### src/rtl/conv_host_bus_master.sv
// Host-side initiator for the conv accelerator bus. Programs a job, streams kernel then
// feature words through a 2-entry prefetch buffer, and captures device outputs into omem.
module conv_host_bus_master #(
  parameter int unsigned FEATURE_MAP_WIDTH  = 128,
  parameter int unsigned FEATURE_MAP_HEIGHT = 128,
  parameter int unsigned BUS_WIDTH          = 32
) (
  input  logic                 clk,
  input  logic                 arst_n_in,
  input  logic                 cmd_start,
  input  logic [1:0]           cmd_stride_mode,
  output logic                 cmd_busy,
  output logic                 cmd_done,
  output logic                 protocol_err,
  output logic                 dev_start,
  output logic [1:0]           dev_stride_mode,
  input  logic                 dev_running,
  output logic                 dev_bus_valid,
  input  logic                 dev_bus_ready,
  output logic [BUS_WIDTH-1:0] dev_bus_wdata,
  input  logic                 dev_driving_busses,
  input  logic                 dev_output_valid,
  input  logic [6:0]           dev_output_x,
  input  logic [6:0]           dev_output_y,
  input  logic [BUS_WIDTH-1:0] dev_bus_rdata,
  output logic                 kmem_re,
  output logic [7:0]           kmem_addr,
  input  logic [BUS_WIDTH-1:0] kmem_rdata,
  output logic                 fmem_re,
  output logic [6:0]           fmem_x,
  output logic [6:0]           fmem_y,
  output logic                 fmem_ch,
  input  logic [BUS_WIDTH-1:0] fmem_rdata,
  output logic                 omem_we,
  output logic [6:0]           omem_x,
  output logic [6:0]           omem_y,
  output logic [2:0]           omem_word,
  output logic [BUS_WIDTH-1:0] omem_data
);

  localparam int unsigned KernelWords = 144;
  localparam int unsigned MapPixels   = FEATURE_MAP_WIDTH * FEATURE_MAP_HEIGHT;
  localparam int unsigned CntW        = $clog2(6 * MapPixels + 1);
  localparam logic [CntW-1:0] FeatWordsS1 = CntW'(6 * MapPixels);
  localparam logic [CntW-1:0] FeatWordsS2 = CntW'(6 * MapPixels / 4);
  localparam logic [CntW-1:0] FeatWordsS4 = CntW'(6 * MapPixels / 16);

  typedef enum logic [2:0] {StIdle, StStart, StKernel, StFeature, StDrain, StDone} state_e;

  state_e state_q, state_d;
  logic   err_q, err_d;
  logic [1:0] mode_q;
  logic       running_q;

  // Read-issue sequencer
  logic       iss_feat_q, iss_done_q;
  logic [7:0] iss_k_q;
  logic [2:0] iss_j_q;
  logic [6:0] iss_x_q, iss_y_q;
  logic       pend_q, pend_feat_q;

  // Prefetch buffer
  logic [BUS_WIDTH-1:0] buf_q [2];
  logic                 wr_ptr_q, rd_ptr_q;
  logic [1:0]           occ_q;

  logic [7:0]      hs_k_q;
  logic [CntW-1:0] hs_f_q, cap_cnt_q, feat_words;
  logic [2:0]      cap_idx_q;

  logic       streaming, pop, issue, capture, run_fall;
  logic [7:0] stride, x_next, y_next;

  // Datapath decode: bus handshake, read issue, capture
  always_comb begin
    stride     = 8'd1 << mode_q;
    x_next     = {1'b0, iss_x_q} + stride;
    y_next     = {1'b0, iss_y_q} + stride;
    case (mode_q)
      2'd0:    feat_words = FeatWordsS1;
      2'd1:    feat_words = FeatWordsS2;
      default: feat_words = FeatWordsS4;
    endcase
    streaming     = (state_q == StKernel) || (state_q == StFeature);
    dev_bus_valid = (occ_q != 2'd0) && !dev_driving_busses;
    pop           = dev_bus_valid && dev_bus_ready;
    // Only read when the returning word is guaranteed a free slot.
    issue         = streaming && !iss_done_q &&
                    (({1'b0, occ_q} + {2'b0, pend_q}) < (3'd2 + {2'b0, pop}));
    dev_bus_wdata = dev_bus_valid ? buf_q[rd_ptr_q] : '0;
    kmem_re       = issue && !iss_feat_q;
    fmem_re       = issue && iss_feat_q;
    kmem_addr     = iss_k_q;
    fmem_x        = iss_x_q;
    fmem_y        = iss_y_q + {5'd0, iss_j_q[2:1]};
    fmem_ch       = iss_j_q[0];
    capture       = dev_output_valid && (state_q != StIdle);
    omem_we       = capture;
    omem_x        = capture ? dev_output_x : '0;
    omem_y        = capture ? dev_output_y : '0;
    omem_word     = capture ? cap_idx_q : '0;
    omem_data     = capture ? dev_bus_rdata : '0;
    run_fall      = running_q && !dev_running;
    dev_stride_mode = mode_q;
    protocol_err    = err_q;
  end

  // FSM state register
  always_ff @(posedge clk or negedge arst_n_in) begin
    if (!arst_n_in) state_q <= StIdle;
    else            state_q <= state_d;
  end

  // FSM next state and sticky error
  always_comb begin
    state_d = state_q;
    err_d   = err_q;
    unique case (state_q)
      StIdle: begin
        if (cmd_start) begin
          err_d = (cmd_stride_mode == 2'd3);
          if (cmd_stride_mode != 2'd3) state_d = StStart;
        end
      end
      StStart:   state_d = StKernel;
      StKernel:  if (pop && hs_k_q == 8'(KernelWords - 1)) state_d = StFeature;
      StFeature: if (pop && hs_f_q == feat_words - CntW'(1)) state_d = StDrain;
      StDrain: begin
        if (run_fall) begin
          state_d = StDone;
          if ((cap_cnt_q + CntW'(capture)) != feat_words) err_d = 1'b1;
        end
      end
      StDone:    state_d = StIdle;
      default:   state_d = StIdle;
    endcase
    if (dev_bus_ready && dev_driving_busses) err_d = 1'b1;
  end

  // FSM outputs
  always_comb begin
    cmd_busy  = (state_q != StIdle);
    dev_start = (state_q == StStart);
    cmd_done  = (state_q == StDone);
  end

  // Job control, read sequencer, prefetch buffer and counters
  always_ff @(posedge clk or negedge arst_n_in) begin
    if (!arst_n_in) begin
      err_q       <= 1'b0;
      mode_q      <= 2'd0;
      running_q   <= 1'b0;
      iss_feat_q  <= 1'b0;
      iss_done_q  <= 1'b0;
      iss_k_q     <= '0;
      iss_j_q     <= '0;
      iss_x_q     <= '0;
      iss_y_q     <= '0;
      pend_q      <= 1'b0;
      pend_feat_q <= 1'b0;
      buf_q[0]    <= '0;
      buf_q[1]    <= '0;
      wr_ptr_q    <= 1'b0;
      rd_ptr_q    <= 1'b0;
      occ_q       <= '0;
      hs_k_q      <= '0;
      hs_f_q      <= '0;
      cap_cnt_q   <= '0;
      cap_idx_q   <= '0;
    end else begin
      err_q     <= err_d;
      running_q <= dev_running;
      if (state_q == StIdle && cmd_start && cmd_stride_mode != 2'd3) mode_q <= cmd_stride_mode;

      pend_q      <= issue;
      pend_feat_q <= iss_feat_q;
      if (pend_q) begin
        buf_q[wr_ptr_q] <= pend_feat_q ? fmem_rdata : kmem_rdata;
        wr_ptr_q        <= ~wr_ptr_q;
      end
      if (pop) rd_ptr_q <= ~rd_ptr_q;
      occ_q <= occ_q + {1'b0, pend_q} - {1'b0, pop};

      if (state_q == StStart) begin
        iss_feat_q <= 1'b0;
        iss_done_q <= 1'b0;
        iss_k_q    <= '0;
        iss_j_q    <= '0;
        iss_x_q    <= '0;
        iss_y_q    <= '0;
        hs_k_q     <= '0;
        hs_f_q     <= '0;
        cap_cnt_q  <= CntW'(capture);
        cap_idx_q  <= capture ? 3'd1 : 3'd0;
      end else begin
        if (issue) begin
          if (!iss_feat_q) begin
            if (iss_k_q == 8'(KernelWords - 1)) iss_feat_q <= 1'b1;
            else                                iss_k_q    <= iss_k_q + 8'd1;
          end else if (iss_j_q == 3'd5) begin
            // x outer, y inner; each steps by the stride
            iss_j_q <= '0;
            if (y_next >= 8'(FEATURE_MAP_HEIGHT)) begin
              iss_y_q <= '0;
              if (x_next >= 8'(FEATURE_MAP_WIDTH)) iss_done_q <= 1'b1;
              else                                 iss_x_q    <= x_next[6:0];
            end else begin
              iss_y_q <= y_next[6:0];
            end
          end else begin
            iss_j_q <= iss_j_q + 3'd1;
          end
        end
        if (pop && state_q == StKernel)  hs_k_q <= hs_k_q + 8'd1;
        if (pop && state_q == StFeature) hs_f_q <= hs_f_q + CntW'(1);
        if (capture) begin
          cap_cnt_q <= cap_cnt_q + CntW'(1);
          cap_idx_q <= (cap_idx_q == 3'd5) ? 3'd0 : cap_idx_q + 3'd1;
        end
      end
    end
  end

endmodule

### config.mk
export PLATFORM = sky130hd
export DESIGN_NAME = conv_host_bus_master
export DESIGN_NICKNAME = d
export VERILOG_FILES = /design/src/rtl/conv_host_bus_master.sv
export SDC_FILE = /design/constraint.sdc
export NUM_CORES = 1
export LEC_CHECK = 0
export CELL_PAD_IN_SITES_DETAIL_PLACEMENT = 1
export CELL_PAD_IN_SITES_GLOBAL_PLACEMENT = 1
export CORE_MARGIN = 2
export CORE_UTILIZATION = 37
export CTS_CLUSTER_DIAMETER = 50
export DETAILED_ROUTE_END_ITERATION = 7
export GPL_ROUTABILITY_DRIVEN = 1
export GPL_TIMING_DRIVEN = 0
export PLACE_DENSITY = 0.83
export SYNTH_ARGS = -nofsm -noshare
export SYNTH_HDL_FRONTEND = slang
export SYNTH_SLANG_ARGS = --single-unit
### constraint.sdc
create_clock -name clk -period 4.6 [get_ports clk]
set_input_delay 0.69 -clock clk [delete_from_list [all_inputs] [get_ports clk]]
set_output_delay 0.69 -clock clk [all_outputs]
set_load 0.005 [all_outputs]
Word-level counts from Yosys, hierarchy flattened
Index checks and enable logic that the tools add are counted.
- output and inout bits: 114
- logic and storage cells: 176
- register bits: 149
- equal/unequal tests: 25
- $add $sub $neg: 15
- muxes and demuxes: 63
- bitwise gates (word level): 4
- $lt $le $gt $ge: 6
- reductions and logical operators: 41
- shifts and indexed selects: 1
- operators with widths (kind ; count):
    $mux W32 ; 7
    $mux W7 ; 13
    $mux W17 ; 4
    $bwmux W64 ; 1
    $mux W8 ; 6
    $mux W3 ; 13
    $add A17 B1 Y17 const B ; 2
    $pmux W17 S2 ; 1
    $demux W32 S1 ; 1
    $ne A2 B2 Y1 const B ; 9
    $reduce_bool A2 Y1 ; 9
    $add A17 B1 Y17 ; 1
    $eq A17 B17 Y1 ; 1
    $ne A17 B17 Y1 ; 1
    $sub A17 B1 Y17 const B ; 1
    $add A7 B8 Y8 ; 2
    $add A8 B1 Y8 const B ; 2
    $eq A8 B8 Y1 const B ; 2
    $ge A8 B8 Y1 const B ; 2
    $logic_and A1 B1 Y1 ; 16
    $mux W1 ; 15
    $pmux W3 S5 ; 1
    $reduce_and A5 Y1 ; 3
    $eq A3 B3 Y1 const B ; 4
    26 further kinds ; 38

Logic depth before layout (Yosys ltp)
Gate-level depths: netlist of the first run.
- depth in word-level cells: 9
- depth in mapped cells: 12
- depth with buffers taken out: 10

Least setup slack after synthesis of the first run
OpenSTA, ideal clock, no wires.
- path kind: input to register
- from: input dev_output_valid
- to: register err_q, in the netlist protocol_err
- buffers on the path: 2
- arrival: 3.403 ns
- stages on the path: 11
- setup time: 0.132 ns
- data required time: 4.468 ns
- setup slack: 1.065 ns
- path through: o31a_1 -> clkbuf_1 -> clkbuf_1 -> ha_1 -> ha_1 -> nand4_4 -> or3_1 -> nor4b_1 -> o221ai_1 -> a2111oi_2 -> o211ai_2
- cells in the longest elaborated chain, start to end: 5
- RTL lines (element ; line ; source):
    from (decl) ; 22 ; input logic dev_output_valid,
    $logic_and A1 B1 Y1 ; 97 ; capture = dev_output_valid && (state_q != StIdle);
    named net omem_we ; 34 ; output logic omem_we,
    $add A17 B1 Y17 ; 131 ; if ((cap_cnt_q + CntW'(capture)) != feat_words) err_d = 1'b1;
    $ne A17 B17 Y1 ; 131 ;
    $ne A3 B3 Y1 (no source line) ; - ;
    $reduce_and A4 Y1 (no source line) ; - ;
    to (signal assigned) ; 171 ; err_q <= err_d;
    to (decl) ; 51 ; logic err_q, err_d;
The timed path passes the listed nets, and every way through them passes these cells.
A chain may end at the register's enable or synchronous reset.

Worst setup path after layout of the first run
- from: input dev_output_valid
- to: register err_q, in the netlist protocol_err
- cells in the longest elaborated chain, start to end: 5
- RTL lines (element ; line):
    $logic_and A1 B1 Y1 ; 97
    $add A17 B1 Y17 ; 131
    $ne A17 B17 Y1 ; 131
    $ne A3 B3 Y1 (no source line) ; -
    $reduce_and A4 Y1 (no source line) ; -
No other way between the ends.

==> results of run 1 <==
cells by family (layout without fill, tap and decap cells):
| group | after synthesis | count (layout) | share of synthesized area [%] |
|---|---|---|---|
| and+or+nand+nor | 370 | 370 | 21.9 |
| muxes | 70 | 70 | 8.30 |
| buffers and inverters | 79 | 343 | 3.94 |
| DFF | 149 | 149 | 44.1 |
| adders and majority gates | 23 | 23 | 3.67 |
| AOI/OAI and AO/OA | 146 | 146 | 11.3 |
| xor gates and xnor gates | 65 | 65 | 6.73 |
metal layers:
metal  GRT usage [%]  vias to the layer above
met5               0                        -
met4            4.67                        0
met3            6.13                       31
met2            39.3                      214
met1            28.0                     3720
li1                -                     3591
cell usage after synthesis, drive strengths merged (2+ instances only):
master | instances | area, um2
nand3b | 4 | 30.0
o31ai | 3 | 46.3
a21oi | 58 | 290
o22ai | 3 | 18.8
nor2 | 141 | 529
and2 | 54 | 338
mux2i | 69 | 691
and3 | 9 | 56.3
a211oi | 6 | 45.0
and4 | 3 | 26.3
nor4b | 2 | 17.5
xnor2 | 37 | 324
a31o | 2 | 17.5
nand2b | 8 | 50.1
nand2 | 66 | 255
fa | 3 | 60.1
a2111oi | 2 | 42.5
nor4 | 9 | 62.6
nand3 | 22 | 128
buf | 15 | 92.6
o21ai | 39 | 195
a22o | 4 | 35.0
a21o | 7 | 52.6
a311oi | 2 | 17.5
dfrtp | 149 | 3730
nand4 | 20 | 140
or2 | 4 | 27.5
o211ai | 2 | 20.0
nor2b | 2 | 12.5
ha | 20 | 250
xor2 | 28 | 245
clkbuf | 37 | 139
a41oi | 2 | 17.5
or3 | 10 | 65.1
nor3b | 3 | 22.5
inv | 27 | 101
nor3 | 9 | 55.1
placed cells by master (no fill, tap or decap), types with 9 or more instances in the layout:
master | synthesis | routed
xor2_1 | 28 | 28
dfrtp_1 | 149 | 149
nor2_1 | 141 | 141
clkbuf_16 | 0 | 17
clkdlybuf4s50_1 | 0 | 231
o21ai_0 | 39 | 39
nand2_1 | 65 | 65
and3_1 | 9 | 9
nand3_1 | 20 | 20
a21oi_1 | 58 | 58
xnor2_1 | 37 | 37
and2_1 | 54 | 54
nand4_1 | 19 | 19
clkbuf_1 | 37 | 37
ha_1 | 20 | 20
inv_1 | 26 | 26
mux2i_1 | 69 | 69
path summary, 6_finish.rpt:
path,start,end,slack (ns)
setup / recovery,dev_output_valid,protocol_err,0.32
hold / removal,arst_n_in,buf_q[6],0.27
setup reg to reg,state_q[2],protocol_err,0.54
hold reg to reg,buf_q[38],buf_q[38],0.48
max in group asynchronous,arst_n_in,iss_y_q[3],3.46
min in group clk,buf_q[38],buf_q[38],0.48
final cells by class:
| class | count | area (um2) |
|---|---|---|
| well taps | 285 | 357 |
| fillers | 2600 | 10900 |
| flip-flops and latches | 149 | 3730 |
| plain buffers | 52 | 231 |
| clock buffers | 17 | 425 |
| multi-input cells | 674 | 4400 |
| repair buffers | 233 | 2350 |
| clock inverters | 14 | 118 |
| inverters | 27 | 101 |
critical path: stages:
cell             delay [ns]
clkdlybuf4s50_1        0.51
o31a_1                 0.31
clkbuf_1               0.38
clkbuf_1               0.44
ha_1                   0.35
ha_1                   0.29
nand4_4                0.14
or3_1                  0.45
nor4b_1                0.32
o221ai_1               0.20
a2111oi_2              0.41
o211ai_2               0.10
state kept, by name, summed over array words and instances, names as in the netlist, 3 cells and up:
name and count:
buf_q 64, cap_cnt_q 17, hs_f_q 17, hs_k_q 8, kmem_addr 8, fmem_x 7
iss_y_q 7, cap_idx_q 3, iss_j_q 3, state_q 3
through the flow:
stage	utilization (%)	cell area (um2)	TNS [ns]
floorplan	-	8460	0
global placement	49.3	11100	-476.77
detailed placement	49.5	11200	-0.125
CTS	51.9	11700	0
global route	51.9	11700	0
finish	51.9	11700	0
where the power goes:
part / internal (mW) / total (mW) / leakage, nW / switching [mW]
clock: 0.703 / 1.32 / 0.265 / 0.618
combinational: 1.35 / 2.79 / 3.05 / 1.44
sequential: 1.79 / 2.20 / 1.84 / 0.414
total: 3.84 / 6.31 / 5.15 / 2.47
==> impl_metrics.env, run 1 <==
export IMPL_synth_nets=1044
export IMPL_crit_path_end_kind="flop"
export IMPL_track_usage_pct=22.5
export IMPL_post_place_ws_ns=-0.125
export IMPL_cp_required_ns=4.90
export IMPL_io_pins=233
export IMPL_slew_viol_final=0
export IMPL_cp_arrival_ns=4.58
export IMPL_htree_levels=4
export IMPL_static_leakage_power_nw=5.15
export IMPL_clkTransAtPathRegs_ns=0.07
export IMPL_outcome="finished, final reports clean"
export IMPL_fmax_mhz=234
export IMPL_rsz0062_at_grt="false"
export IMPL_period_share_pct=92.9
export IMPL_post_cts_buffers=0
export IMPL_grt_pass1_wl_mm=43.3
export IMPL_synth_edf_count=0
export IMPL_cts_sinks=149
export IMPL_cts_buffer_depth=2
export IMPL_postSynthCellCount=902
export IMPL_synth_cell_types=74
export IMPL_tightest_slew_ns=0.854
export IMPL_skew_ns=0.0128
export IMPL_dr_first_iter_drc_count=306
export IMPL_cts_tree="done"
export IMPL_clkLatencyLatePin_ns=0.44
export IMPL_dp_cells=1420
export IMPL_cts_hold_buf=0
export IMPL_start_kind="input port"
export IMPL_grt_max_degree=79
export IMPL_cts_buffers=17
export IMPL_peakVddDrop_mv=0.314
export IMPL_gr_total_overflow=0
export IMPL_total_power_mw=6.31
export IMPL_die_x_um=155
export IMPL_drc=0
export IMPL_wire_per_inst_um=18.4
export IMPL_reg2reg_depth=12
export IMPL_synth_main_ff_cell="dfrtp_1"
export IMPL_cellPowerDensity_mw_per_mm2=539
export IMPL_setup_violations_final=0
export IMPL_hold_viol=0
export IMPL_dp_hpwl_mm=19.5
export IMPL_gp_congestion=0.851
export IMPL_viasPerCell=5.21
export IMPL_wl_mm=26.6
export IMPL_path_max_fanout=11
export IMPL_hold_slack_ns=0.266
export IMPL_rows=55
export IMPL_wl_met3_mm=1.76
export IMPL_hold_class="in -> async"
export IMPL_grt_pass1_vias=8271
export IMPL_diodes=0
export IMPL_yosysSeqAreaShare_pct=44.1
export IMPL_drive_above_1_share_pct=6.00
export IMPL_drt_pre_antenna_iters=4
export IMPL_syn2layout_area_growth_pct=38.4
export IMPL_layoutNonFillerInstCount=1451
export IMPL_die_h_um=155
export IMPL_min_period_ns=4.28
export IMPL_synthArstFlopShare_pct=100
export IMPL_drt_antenna_violating_nets=0
export IMPL_nNetsFinal=1296
export IMPL_dieArea_mm2=0.0241
export IMPL_cts_root_buf="clkbuf_16"
export IMPL_ys_seq_elements=149
export IMPL_postCtsResizedCells=0
export IMPL_io_buffers=232
export IMPL_ys_warn_count=0
export IMPL_cap_violations=0
export IMPL_met1_length_mm=11.6
export IMPL_highest_layer="met4"
export IMPL_vias=7556
export IMPL_core_mm2=0.0226
export IMPL_grt_antenna_before_repair=0
export IMPL_worst_slack_ns=0.324
export IMPL_start_util_pct=37.5
export IMPL_netlist_area_mm2=0.00846
export IMPL_wl_met2_mm=12.9
export IMPL_path_class="in -> reg"
export IMPL_relSlewSlack_pct=43.0
export IMPL_avgSynthCellArea_um2=9.38
Note: power is estimated with default switching activity, not from simulation.
==> run 2, diff against run 1 <==
--- a/config.mk
+++ b/config.mk
@@ -14,6 +14,8 @@
 export GPL_ROUTABILITY_DRIVEN = 1
 export GPL_TIMING_DRIVEN = 0
 export PLACE_DENSITY = 0.83
+export REMOVE_ABC_BUFFERS = 1
+export SKIP_CTS_REPAIR_TIMING = 1
 export SYNTH_ARGS = -nofsm -noshare
 export SYNTH_HDL_FRONTEND = slang
 export SYNTH_SLANG_ARGS = --single-unit
==> impl_metrics.env, run 2 (same netlist as run 1, synthesis figures left out) <==
export IMPL_grt_max_degree=95
export IMPL_cts_buffer_depth=2
export IMPL_slew_viol_final=0
export IMPL_drt_pre_antenna_iters=4
export IMPL_final_cell_mix="clkdlybuf4s50_1 (231), dfrtp_1 (147), nor2_1 (141), mux2i_1 (69), nand2_1 (65)"
export IMPL_hold_viol=0
export IMPL_wl_mm=23.6
export IMPL_path_max_fanout=64
export IMPL_die_h_um=155
export IMPL_largest_reg_flops=64
export IMPL_grt_pass1_wl_mm=39.0
export IMPL_crit_path_end_kind="output pin"
export IMPL_start_kind="flop"
export IMPL_nNetsFinal=1248
export IMPL_total_power_mw=6.21
export IMPL_rows=55
export IMPL_rsz0062_at_grt="false"
export IMPL_cp_required_ns=3.91
export IMPL_r2r_end="protocol_err"
export IMPL_core_mm2=0.0226
export IMPL_r2r_start="state_q[2]"
export IMPL_die_x_um=155
export IMPL_setup_violations_final=0
export IMPL_reg2reg_slack_ns=0.72
export IMPL_htree_levels=4
export IMPL_fin_setup_tns_ns=0
export IMPL_cts_tree="done"
export IMPL_period_share_pct=88.3
export IMPL_cts_root_buf="clkbuf_16"
export IMPL_skew_ns=0.0117
export IMPL_crit_family="buffers and inverters"
export IMPL_stdcell_area_mm2=0.0116
export IMPL_outcome="finished, final reports clean"
export IMPL_cts_sinks=149
export IMPL_relSlewSlack_pct=22.6
export IMPL_cp_arrival_ns=3.37
export IMPL_static_leakage_power_nw=5.08
export IMPL_wire_per_inst_um=16.8
export IMPL_placed_cell_area_mm2=0.0110
export IMPL_drc=0
export IMPL_slowest_delay_ns=0.97
export IMPL_hold_class="in -> async"
export IMPL_dr_first_iter_drc_count=261
export IMPL_grt_antenna_before_repair=0
export IMPL_syn2layout_area_growth_pct=37.1
export IMPL_start_util_pct=37.5
export IMPL_cellPowerDensity_mw_per_mm2=536
export IMPL_cap_violations=0
export IMPL_reg_top3="buf_q: 64 flops, cap_cnt_q: 17 flops, hs_f_q: 17 flops"
export IMPL_gp_congestion=0.842
export IMPL_crit_buf_inv=2
export IMPL_gr_total_overflow=0
export IMPL_tightest_slew_ns=1.16
export IMPL_drt_antenna_violating_nets=0
export IMPL_peakVddDrop_mv=0.268
export IMPL_grt_pass1_vias=7702
export IMPL_cpMaxStageDelayCell="inv_2"
export IMPL_dieArea_mm2=0.0241
export IMPL_dp_hpwl_mm=17.0
export IMPL_clkTransAtPathRegs_ns=0.07
export IMPL_track_usage_pct=19.9
export IMPL_path_class="reg -> out"
export IMPL_io_buffers=232
export IMPL_clkLatencyLatePin_ns=0.42
export IMPL_crit_chain="nand2b_1 > or2_1 > inv_2 > clkdlybuf4s50_1"
export IMPL_vias=7330
export IMPL_fmax_mhz=246
export IMPL_cts_buffers=17
export IMPL_reg2reg_depth=9
export IMPL_fin_util_pct=51.4
export IMPL_min_period_ns=4.06
export IMPL_top_register="buf_q"
export IMPL_io_pins=233
export IMPL_drive_above_1_share_pct=6.17
export IMPL_final_common_cell="clkdlybuf4s50_1"
export IMPL_diodes=0
export IMPL_viasPerCell=5.22
-- run 2: changes by cell type in the layout (fill, tap and decap cells not counted), sizes merged --
cell / change
clkbuf: -37
buf: -11
clkinvlp: +3
clkinv: -2
bufinv: +1
inv: -1
-- run 2: final cells by class --
class	instances	area [um2]
clock buffer	17	425
clock inverter	15	145
fill	2585	11000
inverter	27	101
multi-input combinational	674	4400
sequential	149	3730
tap	285	357
timing repair buffer	237	2430
-- run 2: how the worst max path moves through the flow --
stage / startpoint / to / slack [ns] / cells after the start
finish: state_q[2] / dev_start / 0.54 / 4
global route: dev_output_valid / protocol_err / 0.26 / 10
CTS: state_q[2] / dev_start / 0.47 / 4
detailed placement: dev_output_valid / protocol_err / 0.17 / 10
global placement: arst_n_in / hs_k_q[4] / -3.39 / 1
floorplan: dev_output_valid / protocol_err / 0.85 / 9
-- run 2: metrics by stage --
stage	cells	setup slack, ns	hold WS, ns
after floorplan	850	0.849	0.394
after global placement	1367	-3.39	0.460
after detailed placement	1372	0.167	0.470
after CTS	1404	0.468	0.231
after global routing	1404	0.260	0.254
final	1404	0.539	0.224
-- run 2: metal layers --
layer	up-vias	global-route usage (%)	part of all wire, %
met5	-	0	0
li1	3506	-	-
met2	212	34.7	49
met1	3592	25.2	44
met3	20	4.76	6.3
met4	0	4.63	0.98
-- run 2: power breakdown --
part / leakage, nW / switching, mW / internal (mW) / total (mW)
sequential: 1.83 / 0.457 / 1.79 / 2.25
combinational: 2.98 / 1.27 / 1.33 / 2.60
clock: 0.266 / 0.599 / 0.757 / 1.36
-- run 2: worst register-to-register path, cell delays in order (launching register included) --
cell and delay [ns]:
dfrtp_1 0.55, o31a_2 0.77, ha_1 0.40, ha_1 0.28, nand4_4 0.14, or3_1 0.44, nor4b_1 0.41, o221ai_1 0.22
a2111oi_2 0.43, o211ai_2 0.11
==> run 3, diff against run 2 <==
==> constraint.sdc (replaced) <==
create_clock -name clk -period 4.6 [get_ports clk]
set_input_delay 0.69 -clock clk [delete_from_list [all_inputs] [get_ports clk]]
set_output_delay 0.69 -clock clk [all_outputs]
set_load 0.1 [all_outputs]
==> impl_metrics.env, run 3 (same netlist as run 1, synthesis figures left out) <==
export IMPL_outcome="finished, final reports clean"
export IMPL_syn2layout_area_growth_pct=37.1
export IMPL_cellPowerDensity_mw_per_mm2=697
export IMPL_diodes=0
export IMPL_p_comb_share_pct=55.4
export IMPL_wire_per_inst_um=16.8
export IMPL_track_usage_pct=19.9
export IMPL_htree_levels=4
export IMPL_top_register="buf_q"
export IMPL_cts_buffers=17
export IMPL_rows=55
export IMPL_drt_antenna_violating_nets=0
export IMPL_drive_above_1_share_pct=6.17
export IMPL_die_x_um=155
export IMPL_largest_reg_flops=64
export IMPL_seqCellArea_mm2=0.00373
export IMPL_hold_class="in -> async"
export IMPL_tightest_slew_ns=1.07
export IMPL_multi_input_area_mm2=0.00440
export IMPL_wl_mm=23.6
export IMPL_io_pins=233
export IMPL_static_leakage_power_nw=5.08
export IMPL_cts_buffer_depth=2
export IMPL_skew_ns=0.0117
export IMPL_dp_hpwl_mm=17.0
export IMPL_io_buffers=232
export IMPL_viasPerCell=5.22
export IMPL_path_max_fanout=36
export IMPL_grt_pass1_vias=7702
export IMPL_start_util_pct=37.5
export IMPL_cts_tree="done"
export IMPL_peakVddDrop_mv=0.324
export IMPL_cts_sinks=149
export IMPL_clkLatencyLatePin_ns=0.42
export IMPL_vias=7335
export IMPL_crit_path_end_kind="output pin"
export IMPL_grt_antenna_before_repair=0
export IMPL_slew_viol_final=0
export IMPL_seqPwrFrac_pct=27.8
export IMPL_nNetsFinal=1248
export IMPL_core_mm2=0.0226
export IMPL_min_period_ns=4.36
export IMPL_clkTransAtPathRegs_ns=0.06
export IMPL_relSlewSlack_pct=28.3
export IMPL_grt_max_degree=95
export IMPL_gp_congestion=0.842
export IMPL_swShare_pct=52.0
export IMPL_hold_slack_ns=0.224
export IMPL_drt_pre_antenna_iters=4
export IMPL_p_sw_mw=4.21
export IMPL_path_class="in -> out"
export IMPL_p_int_mw=3.88
export IMPL_final_common_cell="clkdlybuf4s50_1"
export IMPL_rsz0062_at_grt="false"
export IMPL_period_share_pct=94.7
export IMPL_fmax_mhz=230
export IMPL_p_clk_share_pct=16.8
export IMPL_reg_top3="buf_q: 64 flops, cap_cnt_q: 17 flops, hs_f_q: 17 flops"
export IMPL_die_h_um=155
export IMPL_start_kind="input port"
export IMPL_cap_violations=0
export IMPL_hold_viol=0
export IMPL_gr_total_overflow=0
export IMPL_setup_violations_final=0
export IMPL_cp_required_ns=3.91
export IMPL_cts_root_buf="clkbuf_16"
export IMPL_cp_arrival_ns=3.67
export IMPL_dieArea_mm2=0.0241
export IMPL_final_cell_mix="clkdlybuf4s50_1 (231), dfrtp_1 (147), nor2_1 (141), mux2i_1 (69), nand2_1 (65)"
export IMPL_fillCellCount=2586
export IMPL_grt_pass1_wl_mm=39.0
export IMPL_fin_util_pct=51.4
export IMPL_dr_first_iter_drc_count=260
export IMPL_drc=0
run 3: cell type report:
type	instances	area share (%)
repair buffers	237	21.0
multi-input cells	674	38.0
inverters	27	0.896
clock inverters	15	1.25
clock buffers	17	3.67
well taps	285	3.08
flip-flops and latches	149	32.2
run 3: worst paths after layout:
path,start,end,slack [ns],cells after the start
max in group asynchronous,arst_n_in,hs_f_q[10],3.50,2
hold / removal,arst_n_in,buf_q[37],0.22,1
setup / recovery,dev_driving_busses,kmem_re,0.24,6
setup reg to reg,state_q[2],protocol_err,0.72,9
min in group clk,buf_q[53],buf_q[53],0.48,2
hold reg to reg,buf_q[53],buf_q[53],0.48,2
run 3: power by group through the flow:
stage	Sequential [mW]	Clock (mW)	Combinational, mW
6_report	2.25	1.36	4.48
2_1_floorplan	2.61	0	2.93
3_5_place_dp	2.27	0	4.50
3_3_place_gp	2.33	0	4.26
4_1_cts	2.25	1.39	4.52
5_1_grt	2.33	1.45	4.79
run 3: routing by layer:
layer  up-vias  wire length [um]  global-route usage [%]
li1       3507                 -                       -
met1      3596             10300                    25.2
met2       212             11600                    34.7
met3        20              1470                    4.76
met4         0               231                    4.63
met5         -                 0                       0
run 3: critical path, stage by stage:
cell and delay [ns]:
clkdlybuf4s50_1 0.47, o21bai_4 0.47, o31ai_2 0.47, and2_1 0.23, nor2b_1 0.17, clkdlybuf4s50_1 1.15
run 3: stage by stage:
| stage | instances | total power [mW] | instance area (um2) | setup slack [ns] | TNS [ns] |
|---|---|---|---|---|---|
| final | 1404 | 8.08 | 11600 | 0.244 | 0 |
| after global routing | 1404 | 8.57 | 11600 | 0.0752 | 0 |
| after CTS | 1404 | 8.17 | 11600 | -0.165 | -0.165 |
| after detailed placement | 1372 | 6.77 | 11000 | 0.167 | 0 |
| after global placement | 1367 | 6.59 | 10900 | -3.39 | -503.35 |
| after floorplan | 850 | 5.53 | 8230 | 0.107 | 0 |
